<file path="src/rtl/mips_pkg.sv">
// Shared encodings for the EX stage: ALU operation codes, EX FSM states and
// the multiply/divide iteration bound. The DIV state is only present when
// the EX_DIV_EN macro is defined.
package mips_pkg;

  typedef enum logic [3:0] {
    ALU_AND   = 4'd0,
    ALU_OR    = 4'd1,
    ALU_ADD   = 4'd2,
    ALU_SUB   = 4'd3,
    ALU_SLT   = 4'd4,
    ALU_NOR   = 4'd5,
    ALU_MULTU = 4'd6,
    ALU_DIVU  = 4'd7,
    ALU_MFHI  = 4'd8,
    ALU_MFLO  = 4'd9
  } alu_op_e;

  typedef enum logic [1:0] {
    ST_IDLE = 2'd0,
    ST_MUL  = 2'd1,
`ifdef EX_DIV_EN
    ST_DIV  = 2'd2,
`endif
    ST_DONE = 2'd3
  } ex_state_e;

  // Iteration counter value on the 32nd (final) multiply/divide step.
  localparam logic [4:0] MD_LAST = 5'd31;

  // Branch target: PC+4 plus word-scaled immediate, wrapping modulo 2^32.
  function automatic logic [31:0] branch_target(input logic [31:0] pc4,
                                                input logic [31:0] imm);
    return pc4 + {imm[29:0], 2'b00};
  endfunction

endpackage

</file>
<file path="src/rtl/ex_muldiv.sv">
// Iterative unsigned multiply / restoring divide datapath, one bit per step.
// acc holds {partial product, multiplier} for MULTU and {remainder,
// dividend/quotient} for DIVU. nxt_hi/nxt_lo expose the value acc takes after
// the current step so the controller can capture the result on the last step.
// Divider hardware is present only with EX_DIV_EN defined.
module ex_muldiv (
  input  logic        clk,
  input  logic        rst,
  input  logic        start,
`ifdef EX_DIV_EN
  input  logic        mode_div,
`endif
  input  logic        step,
  input  logic [31:0] op_a,
  input  logic [31:0] op_b,
  output logic [31:0] nxt_hi,
  output logic [31:0] nxt_lo
);

  logic [63:0] acc;
  logic [63:0] acc_next;
  logic [31:0] d;
  logic [32:0] sum;
`ifdef EX_DIV_EN
  logic        is_div;
  logic [32:0] r_shift;
  logic [32:0] diff;
`endif

  // One shift-add (or shift-subtract) iteration.
  always_comb begin
    sum      = {1'b0, acc[63:32]} + (acc[0] ? {1'b0, d} : 33'd0);
    acc_next = {sum, acc[31:1]};
`ifdef EX_DIV_EN
    r_shift  = acc[63:31];
    diff     = r_shift - {1'b0, d};
    if (is_div) begin
      // A zero divisor never borrows, so quotient becomes all ones and the
      // remainder ends up equal to the dividend without special casing.
      if (!diff[32]) acc_next = {diff[31:0], acc[30:0], 1'b1};
      else           acc_next = {r_shift[31:0], acc[30:0], 1'b0};
    end
`endif
  end

  assign nxt_hi = acc_next[63:32];
  assign nxt_lo = acc_next[31:0];

  // Operand latch on start, one iteration per step.
  always_ff @(posedge clk) begin
    if (rst) begin
      acc <= '0;
      d   <= '0;
`ifdef EX_DIV_EN
      is_div <= 1'b0;
`endif
    end else if (start) begin
`ifdef EX_DIV_EN
      is_div <= mode_div;
      if (mode_div) begin
        d   <= op_b;
        acc <= {32'd0, op_a};
      end else begin
        d   <= op_a;
        acc <= {32'd0, op_b};
      end
`else
      d   <= op_a;
      acc <= {32'd0, op_b};
`endif
    end else if (step) begin
      acc <= acc_next;
    end
  end

endmodule

</file>
<file path="src/rtl/ex_stage.sv">
// MIPS-style EX stage: single-cycle ALU, branch target adder, HI/LO registers
// and an FSM sequencing the iterative MULTU/DIVU datapath (ex_muldiv).
// Optional: define EX_DIV_EN to include DIVU; otherwise op 7 is reserved.
module ex_stage
  import mips_pkg::*;
(
  input  logic        clk,
  input  logic        rst,
  input  logic        in_valid,
  input  logic [31:0] in_add,
  input  logic [31:0] in_dato1,
  input  logic [31:0] in_dato2,
  input  logic [31:0] in_extend,
  input  logic [4:0]  in_b20_16,
  input  logic [4:0]  in_b15_11,
  input  logic [3:0]  in_alu_op,
  input  logic        in_alu_src,
  input  logic        in_reg_dst,
  output logic [31:0] ou_result,
  output logic [31:0] ou_branch_add,
  output logic        ou_zero,
  output logic [4:0]  ou_wreg,
  output logic        ou_valid,
  output logic        ou_stall
);

  ex_state_e   state, state_next;
  alu_op_e     op;
  logic [4:0]  cnt;
  logic [31:0] hi, lo, hi_n, lo_n;
  logic [31:0] op_b, alu_res, md_hi, md_lo;
  logic [31:0] res_n, br_n;
  logic [4:0]  wreg_n;
  logic        valid_n;
  logic        is_mul_op, is_div_op, start, stepping, last_step;

  assign op        = alu_op_e'(in_alu_op);
  assign op_b      = in_alu_src ? in_extend : in_dato2;
  assign is_mul_op = (op == ALU_MULTU);
`ifdef EX_DIV_EN
  assign is_div_op = (op == ALU_DIVU);
  assign stepping  = (state == ST_MUL) || (state == ST_DIV);
`else
  assign is_div_op = 1'b0;
  assign stepping  = (state == ST_MUL);
`endif
  assign start     = (state == ST_IDLE) && in_valid && (is_mul_op || is_div_op);
  assign last_step = stepping && (cnt == MD_LAST);
  assign ou_stall  = stepping || start;

  ex_muldiv u_muldiv (
    .clk      (clk),
    .rst      (rst),
    .start    (start),
`ifdef EX_DIV_EN
    .mode_div (is_div_op),
`endif
    .step     (stepping),
    .op_a     (in_dato1),
    .op_b     (op_b),
    .nxt_hi   (md_hi),
    .nxt_lo   (md_lo)
  );

  // Single-cycle ALU; reserved and multicycle codes produce zero.
  always_comb begin
    alu_res = '0;
    case (op)
      ALU_AND:  alu_res = in_dato1 & op_b;
      ALU_OR:   alu_res = in_dato1 | op_b;
      ALU_ADD:  alu_res = in_dato1 + op_b;
      ALU_SUB:  alu_res = in_dato1 - op_b;
      ALU_SLT:  alu_res = {31'd0, $signed(in_dato1) < $signed(op_b)};
      ALU_NOR:  alu_res = ~(in_dato1 | op_b);
      ALU_MFHI: alu_res = hi;
      ALU_MFLO: alu_res = lo;
      default:  alu_res = '0;
    endcase
  end

  // FSM next-state logic.
  always_comb begin
    state_next = state;
    case (state)
      ST_IDLE: begin
        if (in_valid && is_mul_op) state_next = ST_MUL;
`ifdef EX_DIV_EN
        else if (in_valid && is_div_op) state_next = ST_DIV;
`endif
      end
      ST_MUL:  if (cnt == MD_LAST) state_next = ST_DONE;
`ifdef EX_DIV_EN
      ST_DIV:  if (cnt == MD_LAST) state_next = ST_DONE;
`endif
      ST_DONE: state_next = ST_IDLE;
      default: state_next = ST_IDLE;
    endcase
  end

  // Next values of the registered outputs and HI/LO. The DONE-cycle view
  // (valid, result=LO) is loaded on the final step edge, so while the FSM
  // sits in DONE the outputs already show the new LO; DONE itself loads a
  // bubble and ignores the stale multicycle instruction still in ID/EX.
  always_comb begin
    res_n   = '0;
    br_n    = '0;
    wreg_n  = '0;
    valid_n = 1'b0;
    hi_n    = hi;
    lo_n    = lo;
    if (state == ST_IDLE) begin
      if (in_valid && !start) begin
        res_n   = alu_res;
        br_n    = branch_target(in_add, in_extend);
        wreg_n  = in_reg_dst ? in_b15_11 : in_b20_16;
        valid_n = 1'b1;
      end
    end else if (last_step) begin
      hi_n    = md_hi;
      lo_n    = md_lo;
      res_n   = md_lo;
      valid_n = 1'b1;
    end
  end

  // State, counter, HI/LO and EX/MEM output registers.
  always_ff @(posedge clk) begin
    if (rst) begin
      state         <= ST_IDLE;
      cnt           <= '0;
      hi            <= '0;
      lo            <= '0;
      ou_result     <= '0;
      ou_branch_add <= '0;
      ou_zero       <= 1'b0;
      ou_wreg       <= '0;
      ou_valid      <= 1'b0;
    end else begin
      state         <= state_next;
      cnt           <= stepping ? cnt + 5'd1 : '0;
      hi            <= hi_n;
      lo            <= lo_n;
      ou_result     <= res_n;
      ou_branch_add <= br_n;
      ou_zero       <= (res_n == '0);
      ou_wreg       <= wreg_n;
      ou_valid      <= valid_n;
    end
  end

endmodule

</file>
<file path="config.mk">
export PLATFORM = sky130hd
export DESIGN_NAME = ex_stage
export DESIGN_NICKNAME = d
export VERILOG_FILES = /design/src/rtl/mips_pkg.sv /design/src/rtl/ex_muldiv.sv /design/src/rtl/ex_stage.sv
export SDC_FILE = /design/constraint.sdc
export NUM_CORES = 1
export LEC_CHECK = 0
export ABC_CLOCK_PERIOD_IN_PS = 10400
export BUFFER_PORTS_ARGS = -buffer_cell sky130_fd_sc_hd__buf_4
export CAP_MARGIN = 20
export CORE_UTILIZATION = 30
export CTS_CLUSTER_SIZE = 8
export DETAILED_ROUTE_END_ITERATION = 6
export MAX_ROUTING_LAYER = met4
export PLACE_DENSITY_LB_ADDON = 0.08
export SYNTH_ARGS = -nofsm -noshare
export SYNTH_HDL_FRONTEND = slang
export SYNTH_HIERARCHICAL = 1
export SYNTH_SLANG_ARGS = --single-unit
</file>
<file path="constraint.sdc">
create_clock -name clk -period 10.4 [get_ports clk]
set_input_delay 0 -clock clk [delete_from_list [all_inputs] [get_ports clk]]
set_output_delay 0 -clock clk [all_outputs]
set_load 0.05 [all_outputs]
</file>
; ---- Yosys cells after proc, flatten, opt, wreduce, memory -nomap -nowiden
; Index checks and enable logic that the tools add are counted.
[op_classes]
bitwise_logic = 6
n_reduce_logical = 16
eq_ne = 12
magnitude_cmp = 1
muxes = 15
n_addsub = 5
[ops]
columns = cell, n
row1 = 32-bit case mux with 8 select lines, 1
row2 = 32-bit two-way mux, 7
row3 = 32-bit adder, 2
row4 = 32-bit by 32-bit adder with 33-bit output, 1
row5 = 32-bit AND, 1
row6 = 32-bit logical NOT, 1
row7 = 32-bit less-than comparator, 1
row8 = 32-bit inverter, 1
row9 = 32-bit OR, 1
row10 = 32-bit subtractor, 1
row11 = 4-bit by 3-bit == test with 1-bit output (second input constant), 3
row12 = 4-bit by 2-bit == test with 1-bit output (second input constant), 2
row13 = 4-bit == test (second input constant), 2
row14 = 5-bit by 1-bit adder with 5-bit output (second input constant), 1
row15 = 5-bit == test (second input constant), 1
row16 = 1-bit logical AND, 5
row17 = 5-bit two-way mux, 1
row18 = 4-bit by 1-bit == test with 1-bit output (second input constant), 1
row19 = 4-bit logical NOT, 1
row20 = 2-bit two-way mux, 2
row21 = 2-bit case mux with 2 select lines, 1
row22 = 2-bit AND reduction, 2
row23 = 2-bit OR reduction, 2
row24 = 1-bit two-way mux, 3
row25 = 9 further kinds, 11
[word_totals]
input_bits = 147
ff_bits = 238

; ---- Depth between registers and ports, before layout
; Gate-level depths: netlist of the first run.
[depth]
depth_word = 8
ltp_mapped = 17
depth_no_buf = 16

; ---- Modules after synthesis
; The synthesis of the first run kept the hierarchy.
[modules_own_cells]
columns = module, cells_each, seq_area_each_um2, area_per_inst_um2, n_inst
row1 = ex_stage, 1633, 2842.7, 12475.7, 1
row2 = ex_muldiv, 722, 1921.8, 5958.2, 1

; ---- Worst setup path after synthesis of the first run
; OpenSTA, ideal clock, no wires.
[synth_timing]
path_type = input-to-reg
startpoint = input port in_alu_src
endpoint = register ou_zero
arrival_time_ns = 4.175
cell_stages = 16
path_buffers = 2
slack_ns = 6.137
path_cell_list = clkbuf_1 buf_1 mux2i_1 inv_1 fa_1 nor2_1 o311ai_1 a31o_2 o21ai_0 mux2_2 o31ai_1 nand4_1 nor4_1 nand4_1 or4b_1 nor4_2
[synth_via]
elab_chain_len = 7
[synth_lines]
columns = element, line_no
row1 = "start, declared", ex_stage.sv:17  ; input logic in_alu_src,
row2 = 32-bit two-way mux (*), ex_stage.sv:38  ; assign op_b = in_alu_src ? in_extend : in_dato2;
row3 = net op_b[1], ex_stage.sv:31  ; logic [31:0] op_b, alu_res, md_hi, md_lo;
row4 = "parallel branches: the longest is 2 deep, another holds 32-bit subtractor", n/a
row5 = 32-bit case mux with 8 select lines (*), ex_stage.sv:68  ; case (op)
row6 = 32-bit two-way mux (*), ex_stage.sv:112  ; if (in_valid && !start) begin
row7 = 32-bit two-way mux (*), ex_stage.sv:111  ; if (state == ST_IDLE) begin
row8 = 32-bit logical NOT (*), ex_stage.sv:145  ; ou_zero <= (res_n == '0);
row9 = "end signal, assigned", ex_stage.sv:145
row10 = "end, declared", ex_stage.sv:21  ; output logic ou_zero,
; Mark *: on every way through the listed nets, which the timed path passes.
; A chain may end at the register's enable or synchronous reset.

; ---- Worst setup path in the final report of the first run
[layout_timing]
startpoint = input port in_add[4]
endpoint = register ou_branch_add[30]
[layout_via]
elab_chain_len = 1
[layout_lines]
columns = element, line_no
row1 = "start, declared", ex_stage.sv:10  ; input logic [31:0] in_add,
row2 = 32-bit adder, mips_pkg.sv:34  ; return pc4 + {imm[29:0], 2'b00};
row3 = "end signal, assigned", ex_stage.sv:144  ; ou_branch_add <= br_n;
row4 = "end, declared", ex_stage.sv:20  ; output logic [31:0] ou_branch_add,
; Every way passes these cells.

==> impl_metrics.ini, run 1 <==
[outcome]
status = finished clean

[finish]
post-route-util = 0.379
n_fill_cell = 6344
stdcell_area_um2 = 23000
drive_gt1_frac = 0.131
multi_input_area_um2 = 12500
area_delta_synth_final_pct = 24.6
nets = 2934
regArea_um2 = 4760

[setup_path]
worstSetupStartpointType = input port
crit_slowest_cell = dlygate4sd3_1
cpPeakStageDelay_ns = 0.58
worst-endpoint-arrival_ns = 5.67
cp_cell_sequence = dlygate4sd3_1 -> buf_4 -> ha_1 -> dlygate4sd3_1 -> nor2b_1 -> o21ai_0 -> a21boi_0 -> o221ai_1 -> a31oi_1 -> o31ai_1 -> a31oi_1 -> o31ai_1 -> a21boi_0 -> o21a_1 -> dlygate4sd3_1 -> nor3_1 -> dlygate4sd3_1
cp.required_ns = 10.89
end_kind = flip-flop
critPathKind = input port to flip-flop
crit_buf_inv = 5
cpLargestDelayFamily = compound AO/OA/AOI/OAI gates
cp_common_cell = dlygate4sd3_1
critical_path_peak_fanout = 4

[die]
io_pins = 219
die_h_um = 250
die_area_um2 = 62400
rows = 90
start_util = 0.304
dieWidth_um = 250
core_um2 = 60600

[synth]
synth_warnings = 6
yosysMostFrequentCell = nor2_1
synth_seq_area_share = 0.258
yosysTopAreaCellShare = 0.258
synth_fp_nets = 2677
synth_seq_cells = 238
synth_common_cells = nor2_1, dfxtp_1, a21oi_1, nand2_1, ha_1
synth_area_leaders = dfxtp_1, ha_1, mux2i_1
synth_edf_count = 0
syn-mean-instance-area_um2 = 7.83
synth_top_area_cell = dfxtp_1
synth_cell_types = 97
async_flop_share = 0
syn-cell-area_um2 = 18400
netlist_instances = 2355
ys.flop_type = dfxtp_1

[routing]
via_count = 18300
wl_per_cell_um = 22.9
first_pass_iters = 5
vias_per_cell = 5.36
route.detailed.drc = 0
ant_nets = 0
drt_iter0_drc = 1303
wl_mm = 78.0

[place]
dp_hpwl_mm = 58.9
portBuffers = 218
post_dp_cell_area_um2 = 20500
gp_congestion = 0.929

[timing]
tightest_slew_ns = 1.06
setup_violations = 0
fin_crit_sh = 0.498
finClkSkew_ns = 0.0287
max_freq_mhz = 193
tns_ns = 0
slew_headroom = 0.292
rsz0062_at_grt = no
maxSlewViolCount = 0
final_hold_viol_count = 0
min_period_ns = 5.18
whs_ns = 0.0110

[worst_hold_path]
hp-class = input port to flip-flop

[grt]
grt_pass1_wl_mm = 117
grt_pass1_vias = 18400
grt_max_degree = 69
grtUsageTotal = 0.253
grt_overflow = 0
antenna_found_initial = 2

[clocking]
clock_latency_ns = 0.56
cts_root_buf = clkbuf_16
post_cts_resized = 0
htreeDepth = 2
cts_buffer_depth = 3
cts_buffers = 37
clkTransAtPathRegs_ns = 0.05
cts_tree = yes
clock_sinks = 238

[job]
maxCapViolCount = 0

[power]
leakagePower_nw = 9.79
peakVddDrop_v = 0.0000938
p_per_area_nw_per_um2 = 123
==> cell type report <==
cell class / instances / area share
multi-input cells: 1839 / 0.547
flip-flops and latches: 238 / 0.208
repair buffers: 378 / 0.139
clock buffers: 47 / 0.0441
well taps: 782 / 0.0426
inverters: 118 / 0.0193
clock inverters: 3 / 0.000981
diodes: 1 / 0.000109
==> worst reg2reg max path: stages (launching register included) <==
cell and delay (ns):
dfxtp_1 0.32, ha_1 0.22, and3_1 0.19, ha_1 0.21, and3b_2 0.20, buf_4 0.29, nand2_1 0.23, o211ai_1 0.10
o31ai_1 0.40, nand4b_1 0.15, nor4_1 0.51, nand4_1 0.22, nor4_1 0.57, nand4_1 0.21, or4b_1 0.59, nor4_2 0.26
==> kinds of logic (layout without fill, tap and decap cells) <==
| logic type | Yosys count | count (layout) | share of synthesized area |
|---|---|---|---|
| AND/OR/NAND/NOR | 814 | 814 | 0.211 |
| AO/OA/AOI/OAI | 602 | 602 | 0.218 |
| buffers and inverters | 278 | 546 | 0.0641 |
| flip-flops | 238 | 238 | 0.258 |
| adder cells (fa/ha/maj) | 175 | 175 | 0.120 |
| multiplexers | 148 | 148 | 0.0806 |
| XOR/XNOR | 100 | 100 | 0.0475 |
| other | 0 | 1 | 0 |
==> layer usage <==
layer	vias to the layer above	wire length [um]	track usage
li1	8804	-	-
met1	8828	33700	0.307
met2	482	38100	0.429
met3	141	2880	0.0237
met4	0	3320	0.104
met5	-	0	-
==> sequential cells by signal, summed over array words and instances (netlist names) <==
| signal | cells |
|---|---|
| u_muldiv/acc | 64 |
| hi | 32 |
| lo | 32 |
| ou_branch_add | 32 |
| ou_result | 32 |
| u_muldiv/d | 32 |
| cnt | 5 |
| ou_wreg | 5 |
| state | 2 |
| ou_valid | 1 |
| ou_zero | 1 |
==> stage by stage <==
step	cells	power [mW]	worst slack [ns]
floorplan	2355	1.42	6.14
global placement	3217	1.67	5.31
detailed placement	3217	1.66	5.22
CTS	3405	2.86	5.40
global route	3405	2.95	4.94
finish	3406	2.83	5.22
==> layout by cell type, fill, tap and decap left out, drive strengths merged, types with 20 or more instances in the layout <==
master / Yosys / final
a21o: 38 / 38
a21oi: 234 / 234
a22oi: 21 / 21
and2: 45 / 45
buf: 64 / 240
clkbuf: 96 / 47
dfxtp: 238 / 238
dlygate4sd3: 0 / 138
ha: 171 / 171
inv: 116 / 118
mux2i: 144 / 144
nand2: 230 / 230
nand2b: 26 / 26
nand3: 38 / 38
nand4: 20 / 20
nor2: 266 / 266
nor2b: 45 / 45
nor3: 45 / 45
o211ai: 21 / 21
o21ai: 71 / 71
o21bai: 22 / 22
xnor2: 70 / 70
xor2: 30 / 30
==> worst paths after layout <==
path | slack (ns) | end | cells after the start | from
hold / removal | 0.01 | ou_branch_add[11] | 5 | in_extend[9]
hold reg to reg | 0.45 | cnt[0] | 1 | cnt[0]
setup / recovery | 5.22 | ou_branch_add[30] | 17 | in_add[4]
setup reg to reg | 5.68 | ou_zero | 15 | cnt[0]
==> where the power goes <==
group          internal (mW)  switching, mW
Clock                  0.672          0.449
Sequential             0.932        0.00755
Combinational          0.300          0.469
Total                   1.90          0.926
==> what timing repair did <==
item / 4_1_cts / 5_1_grt
hold buffers: 138 / 0
hold endpoints to repair: 98 / 0
setup buffers: 0 / 0
(Power assumes the default switching activity.)
==> run 2, diff against run 1 <==
Settings changed: ABC_CLOCK_PERIOD_IN_PS 10400 to 5310.
Clock period 10.4 ns to 5.31 ns, I/O delays scaled along.
==> impl_metrics.ini, run 2 (same netlist as run 1, synthesis figures left out) <==
[die]
io_pins = 219
rows = 90
die_h_um = 250
die_area_um2 = 62400
core_um2 = 60600
dieWidth_um = 250
start_util = 0.304

[power]
total_power_mw = 5.53
leakagePower_nw = 9.85
peakVddDrop_v = 0.000174
p_per_area_nw_per_um2 = 240

[finish]
layout_common_cells = nor2_1, buf_4, dfxtp_1
nets = 2947
drive_gt1_frac = 0.134
final_common_cell = nor2_1
final_cells = 3417
stdcell_area_um2 = 23100
area_delta_synth_final_pct = 25.2
top_register = u_muldiv/acc
post-route-util = 0.381
antenna_cells = 0
largest_reg_flops = 64

[timing]
finClkSkew_ns = 0.0264
tightest_slew_ns = 0.986
max_freq_mhz = 199
min_period_ns = 5.03
maxSlewViolCount = 0
setup_slack_ns = 0.285
fin_crit_sh = 0.946
whs_ns = 0.0263
setup_violations = 0
rsz0062_at_grt = no
slew_headroom = 0.340
final_hold_viol_count = 0
tns_ns = 0

[clocking]
cts_setup_buffers = 0
clock_sinks = 238
cts_buffers = 37
clock_latency_ns = 0.56
cts_tree = yes
cts_buffer_depth = 3
cts_root_buf = clkbuf_16
clkTransAtPathRegs_ns = 0.05
htreeDepth = 2

[setup_path]
worstSetupStartpointType = input port
critical_path_peak_fanout = 4
critPathKind = input port to flip-flop
cp.required_ns = 5.81
worst-endpoint-arrival_ns = 5.52
end_kind = flip-flop

[grt]
grt_pass1_wl_mm = 114
grt_pass1_vias = 17900
grtUsageTotal = 0.247
grt_max_degree = 139
antenna_found_initial = 1
grt_overflow = 0

[place]
place_ws_ns = 0.120
dpl.cell_count = 3224
dp_hpwl_mm = 57.7
gp_congestion = 0.935
post_dp_cell_area_um2 = 20600
portBuffers = 218

[worst_hold_path]
hp-class = input port to flip-flop

[routing]
wl_per_cell_um = 22.3
first_pass_iters = 6
wl_mm = 76.4
route.detailed.drc = 0
ant_nets = 0
via_count = 18100
vias_per_cell = 5.31
drt_iter0_drc = 1300

[outcome]
status = finished clean

[job]
maxCapViolCount = 0
run 2: changes by cell type in the layout (fill, tap and decap cells not counted), sizes merged:
cell,before,now
diode,1,0
clkinv,3,4
dlygate4sd3,138,143
clkbuf,47,45
buf,240,248
run 2: power breakdown:
group / total, mW / internal, mW / leakage, nW / switching (mW)
Combinational: 1.51 / 0.598 / 7.42 / 0.916
Sequential: 1.84 / 1.83 / 1.92 / 0.0155
Clock: 2.18 / 1.30 / 0.506 / 0.878
Total: 5.53 / 3.72 / 9.85 / 1.81
run 2: repair_timing:
action                                  CTS  global route
hold endpoints to repair                 95             0
gates resized for setup                   0             3
hold buffers                            143             0
endpoints found under the setup margin    0             2
run 2: layout make-up:
class | count | area [um2]
inverter | 118 | 443
multi-input combinational | 1839 | 12600
clock buffer | 45 | 996
sequential | 238 | 4760
timing repair buffer | 391 | 3310
clock inverter | 4 | 27.5
tap | 782 | 978
fill | 6397 | 37500
run 2: path summary, 6_finish.rpt:
kind               from           endpoint  slack (ns)  depth (start not counted)
max           in_add[4]  ou_branch_add[30]        0.28                         17
min          in_add[24]  ou_branch_add[26]        0.03                          4
max reg2reg      cnt[0]            ou_zero        1.03                         13
min reg2reg       lo[2]              lo[2]        0.45                          2
run 2: layer usage:
layer  share of wire  global-route usage  vias to the layer above
met5               0                   -                        -
met4           0.043               0.103                        0
met3           0.037              0.0249                      129
met2            0.48               0.410                      469
met1            0.44               0.305                     8713
li1                -                   -                     8833
run 2: worst max-delay path, cell delays in order:
cell,delay [ns]
dlygate4sd3_1,0.54
buf_4,0.13
ha_1,0.29
dlygate4sd3_1,0.57
nor2b_1,0.15
o21ai_0,0.26
a21boi_0,0.28
o221ai_2,0.38
a31oi_1,0.20
o31ai_2,0.41
a31oi_1,0.24
o31ai_1,0.43
a21boi_0,0.20
o21a_1,0.19
dlygate4sd3_1,0.54
nor3_1,0.15
dlygate4sd3_1,0.55
